### src/rtl/loadstore_unit.sv
// Load/store unit: one outstanding memory op. Accept -> ACCESS -> DONE, so the minimum latency is 2 cycles.
// Alignment faults skip the bus, and a stalled bus times out; the unit is busy until DONE returns to IDLE.
module loadstore_unit #(
  parameter int DATA_WIDTH = 32,
  parameter int TIMEOUT    = 16
) (
  input  logic                    clk_i,
  input  logic                    rst_i,
  input  logic                    req_valid_i,
  input  logic                    MemWrite_i,
  input  logic [1:0]              MemType_i,
  input  logic                    MemSign_i,
  input  logic [31:0]             Addr_i,
  input  logic [DATA_WIDTH-1:0]   WriteData_i,
  output logic                    req_ready_o,
  output logic                    Stall_o,
  output logic                    resp_valid_o,
  output logic [DATA_WIDTH-1:0]   ReadData_o,
  output logic                    Misalign_o,
  output logic                    Fault_o,
  output logic                    mem_req_o,
  output logic                    mem_we_o,
  output logic [31:0]             mem_addr_o,
  output logic [DATA_WIDTH-1:0]   mem_wdata_o,
  output logic [3:0]              mem_be_o,
  input  logic                    mem_ack_i,
  input  logic [DATA_WIDTH-1:0]   mem_rdata_i
);

  typedef enum logic [1:0] {IDLE, ACCESS, DONE} state_t;

  localparam logic [1:0] TYPE_BYTE = 2'b01;
  localparam logic [1:0] TYPE_HALF = 2'b10;
  localparam logic [7:0] TMO_LAST  = 8'(TIMEOUT - 1);

  state_t      state_q, state_d;
  logic        we_q, we_d;
  logic [1:0]  type_q, type_d;
  logic        sign_q, sign_d;
  logic [31:0] addr_q, addr_d;
  logic [31:0] wdata_q, wdata_d;
  logic [7:0]  cnt_q, cnt_d;
  logic [31:0] rdata_q, rdata_d;
  logic        mis_q, mis_d;
  logic        flt_q, flt_d;

  logic        in_access;
  logic        misaligned;
  logic [3:0]  be;
  logic [31:0] wdata_lanes;
  logic [7:0]  ld_byte;
  logic [15:0] ld_half;
  logic [31:0] ld_ext;

  assign in_access = (state_q == ACCESS);

  always_comb begin
    misaligned = 1'b0;
    if (MemType_i == TYPE_HALF)      misaligned = Addr_i[0];
    else if (MemType_i != TYPE_BYTE) misaligned = (Addr_i[1:0] != 2'b00);
  end

  always_comb begin
    be          = 4'b1111;
    wdata_lanes = wdata_q;
    if (type_q == TYPE_BYTE) begin
      be          = 4'b0001 << addr_q[1:0];
      wdata_lanes = {4{wdata_q[7:0]}};
    end else if (type_q == TYPE_HALF) begin
      be          = addr_q[1] ? 4'b1100 : 4'b0011;
      wdata_lanes = {2{wdata_q[15:0]}};
    end
  end

  always_comb begin
    case (addr_q[1:0])
      2'd0:    ld_byte = mem_rdata_i[7:0];
      2'd1:    ld_byte = mem_rdata_i[15:8];
      2'd2:    ld_byte = mem_rdata_i[23:16];
      default: ld_byte = mem_rdata_i[31:24];
    endcase
    ld_half = addr_q[1] ? mem_rdata_i[31:16] : mem_rdata_i[15:0];
    if (type_q == TYPE_BYTE)
      ld_ext = sign_q ? {24'd0, ld_byte} : {{24{ld_byte[7]}}, ld_byte};
    else if (type_q == TYPE_HALF)
      ld_ext = sign_q ? {16'd0, ld_half} : {{16{ld_half[15]}}, ld_half};
    else
      ld_ext = mem_rdata_i;
  end

  always_comb begin
    state_d = state_q;
    we_d    = we_q;
    type_d  = type_q;
    sign_d  = sign_q;
    addr_d  = addr_q;
    wdata_d = wdata_q;
    cnt_d   = cnt_q;
    rdata_d = rdata_q;
    mis_d   = mis_q;
    flt_d   = flt_q;
    case (state_q)
      IDLE: begin
        if (req_valid_i) begin
          we_d    = MemWrite_i;
          type_d  = MemType_i;
          sign_d  = MemSign_i;
          addr_d  = Addr_i;
          wdata_d = WriteData_i;
          cnt_d   = 8'd0;
          rdata_d = 32'd0;
          flt_d   = 1'b0;
          mis_d   = misaligned;
          state_d = misaligned ? DONE : ACCESS;
        end
      end
      ACCESS: begin
        if (mem_ack_i) begin
          rdata_d = we_q ? 32'd0 : ld_ext;
          state_d = DONE;
        end else if (cnt_q == TMO_LAST) begin
          flt_d   = 1'b1;
          rdata_d = 32'd0;
          state_d = DONE;
        end else begin
          cnt_d = cnt_q + 8'd1;
        end
      end
      default: state_d = IDLE;
    endcase
  end

  always_ff @(posedge clk_i or posedge rst_i) begin
    if (rst_i) begin
      state_q <= IDLE;
      we_q    <= 1'b0;
      type_q  <= 2'b00;
      sign_q  <= 1'b0;
      addr_q  <= 32'd0;
      wdata_q <= 32'd0;
      cnt_q   <= 8'd0;
      rdata_q <= 32'd0;
      mis_q   <= 1'b0;
      flt_q   <= 1'b0;
    end else begin
      state_q <= state_d;
      we_q    <= we_d;
      type_q  <= type_d;
      sign_q  <= sign_d;
      addr_q  <= addr_d;
      wdata_q <= wdata_d;
      cnt_q   <= cnt_d;
      rdata_q <= rdata_d;
      mis_q   <= mis_d;
      flt_q   <= flt_d;
    end
  end

  // Outputs decode straight from state so an async reset clears them in the same cycle.
  assign req_ready_o  = (state_q == IDLE);
  assign Stall_o      = ((state_q == IDLE) && req_valid_i && !rst_i) || in_access;
  assign resp_valid_o = (state_q == DONE);
  assign ReadData_o   = resp_valid_o ? rdata_q : 32'd0;
  assign Misalign_o   = resp_valid_o && mis_q;
  assign Fault_o      = resp_valid_o && flt_q;

  assign mem_req_o    = in_access;
  assign mem_we_o     = in_access && we_q;
  assign mem_addr_o   = in_access ? {addr_q[31:2], 2'b00} : 32'd0;
  assign mem_wdata_o  = in_access ? wdata_lanes : 32'd0;
  assign mem_be_o     = in_access ? be : 4'b0000;

endmodule
### config.mk
export PLATFORM = sky130hd
export DESIGN_NAME = loadstore_unit
export DESIGN_NICKNAME = d
export VERILOG_FILES = /design/src/rtl/loadstore_unit.sv
export SDC_FILE = /design/constraint.sdc
export NUM_CORES = 1
export LEC_CHECK = 0
export CAP_MARGIN = 5
export CELL_PAD_IN_SITES_DETAIL_PLACEMENT = 1
export CELL_PAD_IN_SITES_GLOBAL_PLACEMENT = 2
export CORE_MARGIN = 10
export CORE_UTILIZATION = 27
export CTS_CLUSTER_DIAMETER = 40
export DETAILED_ROUTE_END_ITERATION = 10
export GPL_ROUTABILITY_DRIVEN = 0
export PLACE_DENSITY = 0.84
export SLEW_MARGIN = 20
export SYNTH_ARGS = -nofsm -noshare
export SYNTH_HDL_FRONTEND = slang
export SYNTH_SLANG_ARGS = --single-unit
### constraint.sdc
create_clock -name clk_i -period 6.63 [get_ports clk_i]
set_input_delay 1.326 -clock clk_i [delete_from_list [all_inputs] [get_ports clk_i]]
set_output_delay 1.326 -clock clk_i [all_outputs]
set_load 0.03 [all_outputs]
# After elaboration in Yosys (flattened, before gate mapping)
# Cells that the tools add are included.
[word_totals]
input_bits = 104
register_bits = 112
wordCells = 77
[op_classes]
mux = 35
reduce_logical = 16
addsub = 1
n_shift = 1
n_eq_ne = 14
[op_table]
columns = ["op", "count"]
rows = [
  ["2-to-1 mux 32 bit", 13],
  ["case mux 32 bit (2 select lines)", 1],
  ["2-to-1 mux 8 bit", 3],
  ["case mux 8 bit (3 select lines)", 1],
  ["2-to-1 mux 16 bit", 1],
  ["2-to-1 mux 4 bit", 4],
  ["case mux 8 bit (2 select lines)", 1],
  ["adder 8 x 1 -> 8 bit (second input constant)", 1],
  ["== test 2 bit (second input constant)", 4],
  ["== test 8 x 4 -> 1 bit (second input constant)", 1],
  ["2-to-1 mux 2 bit", 4],
  ["AND reduction 4 bit", 2],
  ["== test 2 x 1 -> 1 bit (second input constant)", 3],
  ["!= test 2 bit (second input constant)", 3],
  ["logical AND 1 bit", 5],
  ["2-to-1 mux 1 bit", 5],
  ["zero test 2 bit", 2],
  ["!= test 2 x 1 -> 1 bit (second input constant)", 2],
  ["case mux 2 bit (2 select lines)", 1],
  ["AND reduction 2 bit", 2],
  ["nonzero test 2 bit", 2],
  ["left shift 1 x 2 -> 4 bit (first input constant)", 1],
  ["!= test 3 x 2 -> 1 bit (second input constant)", 1],
  ["AND reduction 3 bit", 1],
  ["other kinds (3)", 3],
]

# Logic depth before layout (Yosys ltp)
[depth]
depth_word = 7
depth_mapped = 7

# Worst setup path after synthesis
# OpenSTA, ideal clock, no wires.
[synth_timing]
kind = "input to output"
startpoint = "in rst_i"
endpoint = "out Stall_o"
required_time_ns = 5.304
n_path_buf = 0
t_arrival_ns = 4.376
path_stages = 3
setup_slack_ns = 0.928
path_cell_list = "inv_1 -> a21oi_1 -> nor2_1"
[synth_between]
elab_chain_cells = 3
[synth_lines]
columns = ["element", "line_no", "source"]
rows = [
  ["start, declared", "8", "input logic rst_i,"],
  ["zero test 1 bit", "161", "assign Stall_o = ((state_q == IDLE) && req_valid_i && !rst_i) || in_access;"],
  ["logical AND 1 bit", "161", ""],
  ["logical OR 1 bit", "161", ""],
  ["end, declared", "16", "output logic Stall_o,"],
]
# Every way passes these cells.

# Worst setup path after layout
[layout_timing]
startpoint = "reg type_q[0]"
endpoint = "out mem_wdata_o[23]"
[layout_between]
elab_chain_cells = 4
elab_cells_between_ends = 5
cone_classes = "2 x eq/ne; 3 x mux"
[layout_lines]
columns = ["element", "line_no", "source"]
rows = [
  ["start, declared", "38", "logic [1:0] type_q, type_d;"],
  ["start signal, assigned", "148", "type_q <= type_d;"],
  ["== test 2 bit", "69", "end else if (type_q == TYPE_HALF) begin"],
  ["2-to-1 mux 32 bit", "69", ""],
  ["2-to-1 mux 32 bit *", "66", "if (type_q == TYPE_BYTE) begin"],
  ["2-to-1 mux 32 bit *", "170", "assign mem_wdata_o = in_access ? wdata_lanes : 32'd0;"],
  ["end, declared", "24", "output logic [DATA_WIDTH-1:0] mem_wdata_o,"],
]
# Every way passes the cells marked *; elsewhere a longest branch is shown, timed or not.

==> key figures <==
Cells and area
  • Nets: about 1000
  • Filler cells: around 2600
  • Reg area: roughly 2800 µm²
  • Share of layout cells above drive strength 1: between 3 and 4%
  • Multi-input gate area: approximately 3000 µm²
  • Area grow syn2layout: 43.0%

Clock tree
  • Clock buffer depth: 2
  • Clk sink count: 112
  • Worst-path clk slew: around 0.08 ns
  • Hold-fix buffers, CTS: 0
  • CTS tree: done
  • Cts bufs inserted: 9
  • PostCTS Resize Cnt: 0
  • H-tree levels: 3
  • Post-CTS setup buffer count: 0
  • Later-pin clock latency in the skew report: 0.36 ns
  • Root Buffer Master: clkbuf_16

Global routing
  • GR Overflow Total: 0
  • Vias in the first global route: just over 6000
  • Largest net degree at the start of global routing: between 70 and 80
  • GR Util All Layers: between 15 and 20%
  • First-pass GRT wire length: around 36 mm
  • Antenna violations before repair: 5

Synth
  • #FFs+latches synth: ~110
  • Synth area leader: dfrtp_1
  • Async set or reset register ratio after synthesis: between 90% and 100%
  • Syn Inst Count: 725
  • Top-area cell type share of the netlist area: between 40% and 50%
  • Mapped Avg Cell Area: just over 8 µm²
  • Synth Warn #: 0
  • Synthesized area: 5980 µm²
  • Seq/Total Area, Yosys: 46.9%
  • Synth area leaders: dfrtp_1, nand2_1, and2_1
  • Synth cell types: 45
  • EDFF count, synth: 0
  • Top FF cell, synth: dfrtp_1

Floorplanning
  • Io pins: around 210
  • Core Box Area: 21800 µm²
  • Die H: 169 µm
  • Initial core utilization: between 20 and 30%
  • Die width: between 150 and 200 µm
  • Row cnt: 54
  • Die Area: 28500 µm²

Critical path
  • Worst reg-to-reg path cell count: 4
  • CP Capture Type: output port
  • Critical Path Sink: mem_wdata_o[23]
  • CP startpoint: type_q[0]$_DFFE_PP0P_
  • Worst EP arrival: 3.64 ns
  • Critical path's slowest cell: dfrtp_1
  • Data required, critical path: roughly 5.3 ns
  • Worst Setup Start Kind: register
  • CP cell instances: nor2b_1, or2_2, nand2_1, a21oi_1, clkdlybuf4s50_1
  • R2R Setup Slk: 3.88 ns
  • Crit path largest cell delay: around 0.85 ns
  • FF-to-FF End: rdata_q[19]$_DFFE_PP0P_
  • Crit-path max FO: 26
  • CP Class: reg2out
  • Worst r2r src: type_q[0]$_DFFE_PP0P_

Timing
  • Clock Skews: around 0.0073 ns
  • Tmin final: 4.97 ns
  • Max-slew headroom: approximately a third
  • Pins Over Slew Limit: 0
  • Maximum clock frequency: 201 MHz
  • Hold Fails Final Rpt: 0
  • Setup TNS: 0 ns
  • Final period util: around 75%
  • Final setup violation count: 0
  • Worst Tran Pin Value: roughly 0.99 ns
  • Unrepaired setup endpoints after global routing: no

Route
  • Post-DRT Antenna Nets: 0
  • WL final: between 20 and 25 mm
  • Drc violations: 0
  • First-pass DRT Iterations: 4
  • DR vias/cell: roughly 4.8
  • Routed wire length per instance: roughly 19 µm
  • DR iter-0 viols: approximately 300
  • Via count: around 5700

Place
  • IO buf count: 208
  • HPWL after DPL: roughly 17 mm

Power
  • Flop pwr share: 39.0%
  • Int Power: between 0.0015 and 0.002 W
  • Worst vdd ir: between 0.1 and 0.15 mV
  • Net Switching: between 0.001 and 0.0015 W
  • Combinational share of power: 40.7%
  • Pwr dens: 320 nW/µm²
  • Sw frac: approximately 42%
  • LEAKAGE: slightly below 4 nW
  • Pwr Total: 0.00274 W
  • Clk pwr share: 20.3%

Run status
  • Status: finished clean

Run
  • Maxcap violations: 0

Worst hold path
  • Hold Path Class: reg2reg
  • Hold path depth: 2
-- Yosys cell counts, drive strengths merged (2+ instances only) --
cell type and n:
buf 13, and3 2, a32o 4, o31ai 3
o22ai 3, inv 5, nor2b 11, nand3 18
a2111oi 3, nand2b 3, and3b 2, a22o 9
and2 75, mux4 3, clkbuf 41, dfrtp 112
a211oi 16, a21o 5, mux2i 21, nor2 28
nand2 271, o21ai 10, or4 3, a21oi 31
o2bb2ai 16
-- per-layer routing --
metal	vias to the layer above	track usage, %	part of all wire, %
met4	0	3.67	1.1
li1	2736	-	-
met1	2797	20.5	45
met3	13	4.42	6.5
met2	132	26.1	47
met5	-	0	0
-- area by class of cell --
class / count / share of cell area, %
multi-input cells: 555 / 34.5
diodes: 5 / 0.146
repair buffers: 214 / 24.9
inverters: 5 / 0.249
clock inverters: 5 / 0.468
clock buffers: 11 / 2.95
flip-flops and latches: 112 / 32.8
well taps: 280 / 4.10
-- worst min-delay path by stage --
stage                                 from                endpoint  slack, ns
floorplan           addr_q[10]$_DFFE_PP0P_  addr_q[10]$_DFFE_PP0P_       0.44
global route        addr_q[13]$_DFFE_PP0P_  addr_q[13]$_DFFE_PP0P_       0.49
finish              addr_q[22]$_DFFE_PP0P_  addr_q[22]$_DFFE_PP0P_       0.47
CTS                 addr_q[13]$_DFFE_PP0P_  addr_q[13]$_DFFE_PP0P_       0.47
global placement    addr_q[28]$_DFFE_PP0P_  addr_q[28]$_DFFE_PP0P_       0.45
detailed placement  addr_q[22]$_DFFE_PP0P_  addr_q[22]$_DFFE_PP0P_       0.46
-- worst max-delay path, delay by kind of cell, from the launching register on --
family                 cells  cell delay (ns)
AOI/OAI and AO/OA          1             0.18
buffers and inverters      1             0.71
DFF                        1             0.85
and+or+nand+nor            3             1.53
-- flip-flops by register name, indices dropped and copies added, names as in the netlist --
signal / cells
addr_q: 32
cnt_q: 8
flt_q: 1
mis_q: 1
rdata_q: 32
sign_q: 1
state_q: 2
type_q: 2
wdata_q: 32
we_q: 1
-- layout by cell type, fill, tap and decap left out, types with 2 or more instances in the layout --
master,Yosys,routed
and2_1,75,74
mux4_2,3,3
and3_1,2,2
a21o_1,5,5
o22ai_1,3,3
nand2b_1,3,2
or4_1,3,3
inv_1,5,4
a211oi_1,16,16
diode_2,0,5
a21oi_1,31,31
dfrtp_1,112,112
o21ai_0,10,10
nor2_1,28,28
and3b_1,2,2
clkdlybuf4s50_1,0,208
o2bb2ai_1,16,16
a2111oi_0,3,3
a22o_1,9,9
nand3_1,18,18
mux2i_1,21,21
o31ai_1,3,3
a32o_1,4,4
clkinvlp_4,0,2
clkbuf_16,0,9
nor2b_1,11,10
nand2_1,271,270
clkbuf_8,0,2
buf_4,2,6
conb_1,1,2
-- metrics by stage --
step           instances  instance area (µm²)  setup WS [ns]  hold WS [ns]  util (%)
4_1_cts             1182                 8530           1.63         0.473      39.1
6_report            1187                 8550           1.66         0.471      39.2
5_1_grt             1184                 8550           1.26         0.492      39.2
3_3_place_gp        1166                 8240           2.18         0.450      37.8
3_5_place_dp        1166                 8240           2.02         0.456      37.8
2_1_floorplan        726                 5990          0.928         0.437         -
-- logic make-up after synthesis --
logic type	synth area share, %
and+or+nand+nor	31.7
DFF	46.9
AOI/OAI and AO/OA	12.1
buffers and inverters	4.18
muxes	4.83
adders and majority gates	0.209
other	0.0627
-- power groups by stage --
stage | sequential, W | combinational (W) | clock [W]
global placement | 0.00108 | 0.00111 | 0
CTS | 0.00107 | 0.00113 | 0.000571
finish | 0.00107 | 0.00111 | 0.000557
floorplan | 0.000975 | 0.000781 | 0
global route | 0.00110 | 0.00124 | 0.000599
detailed placement | 0.00108 | 0.00113 | 0
Note: power is estimated with default switching activity, not from simulation.
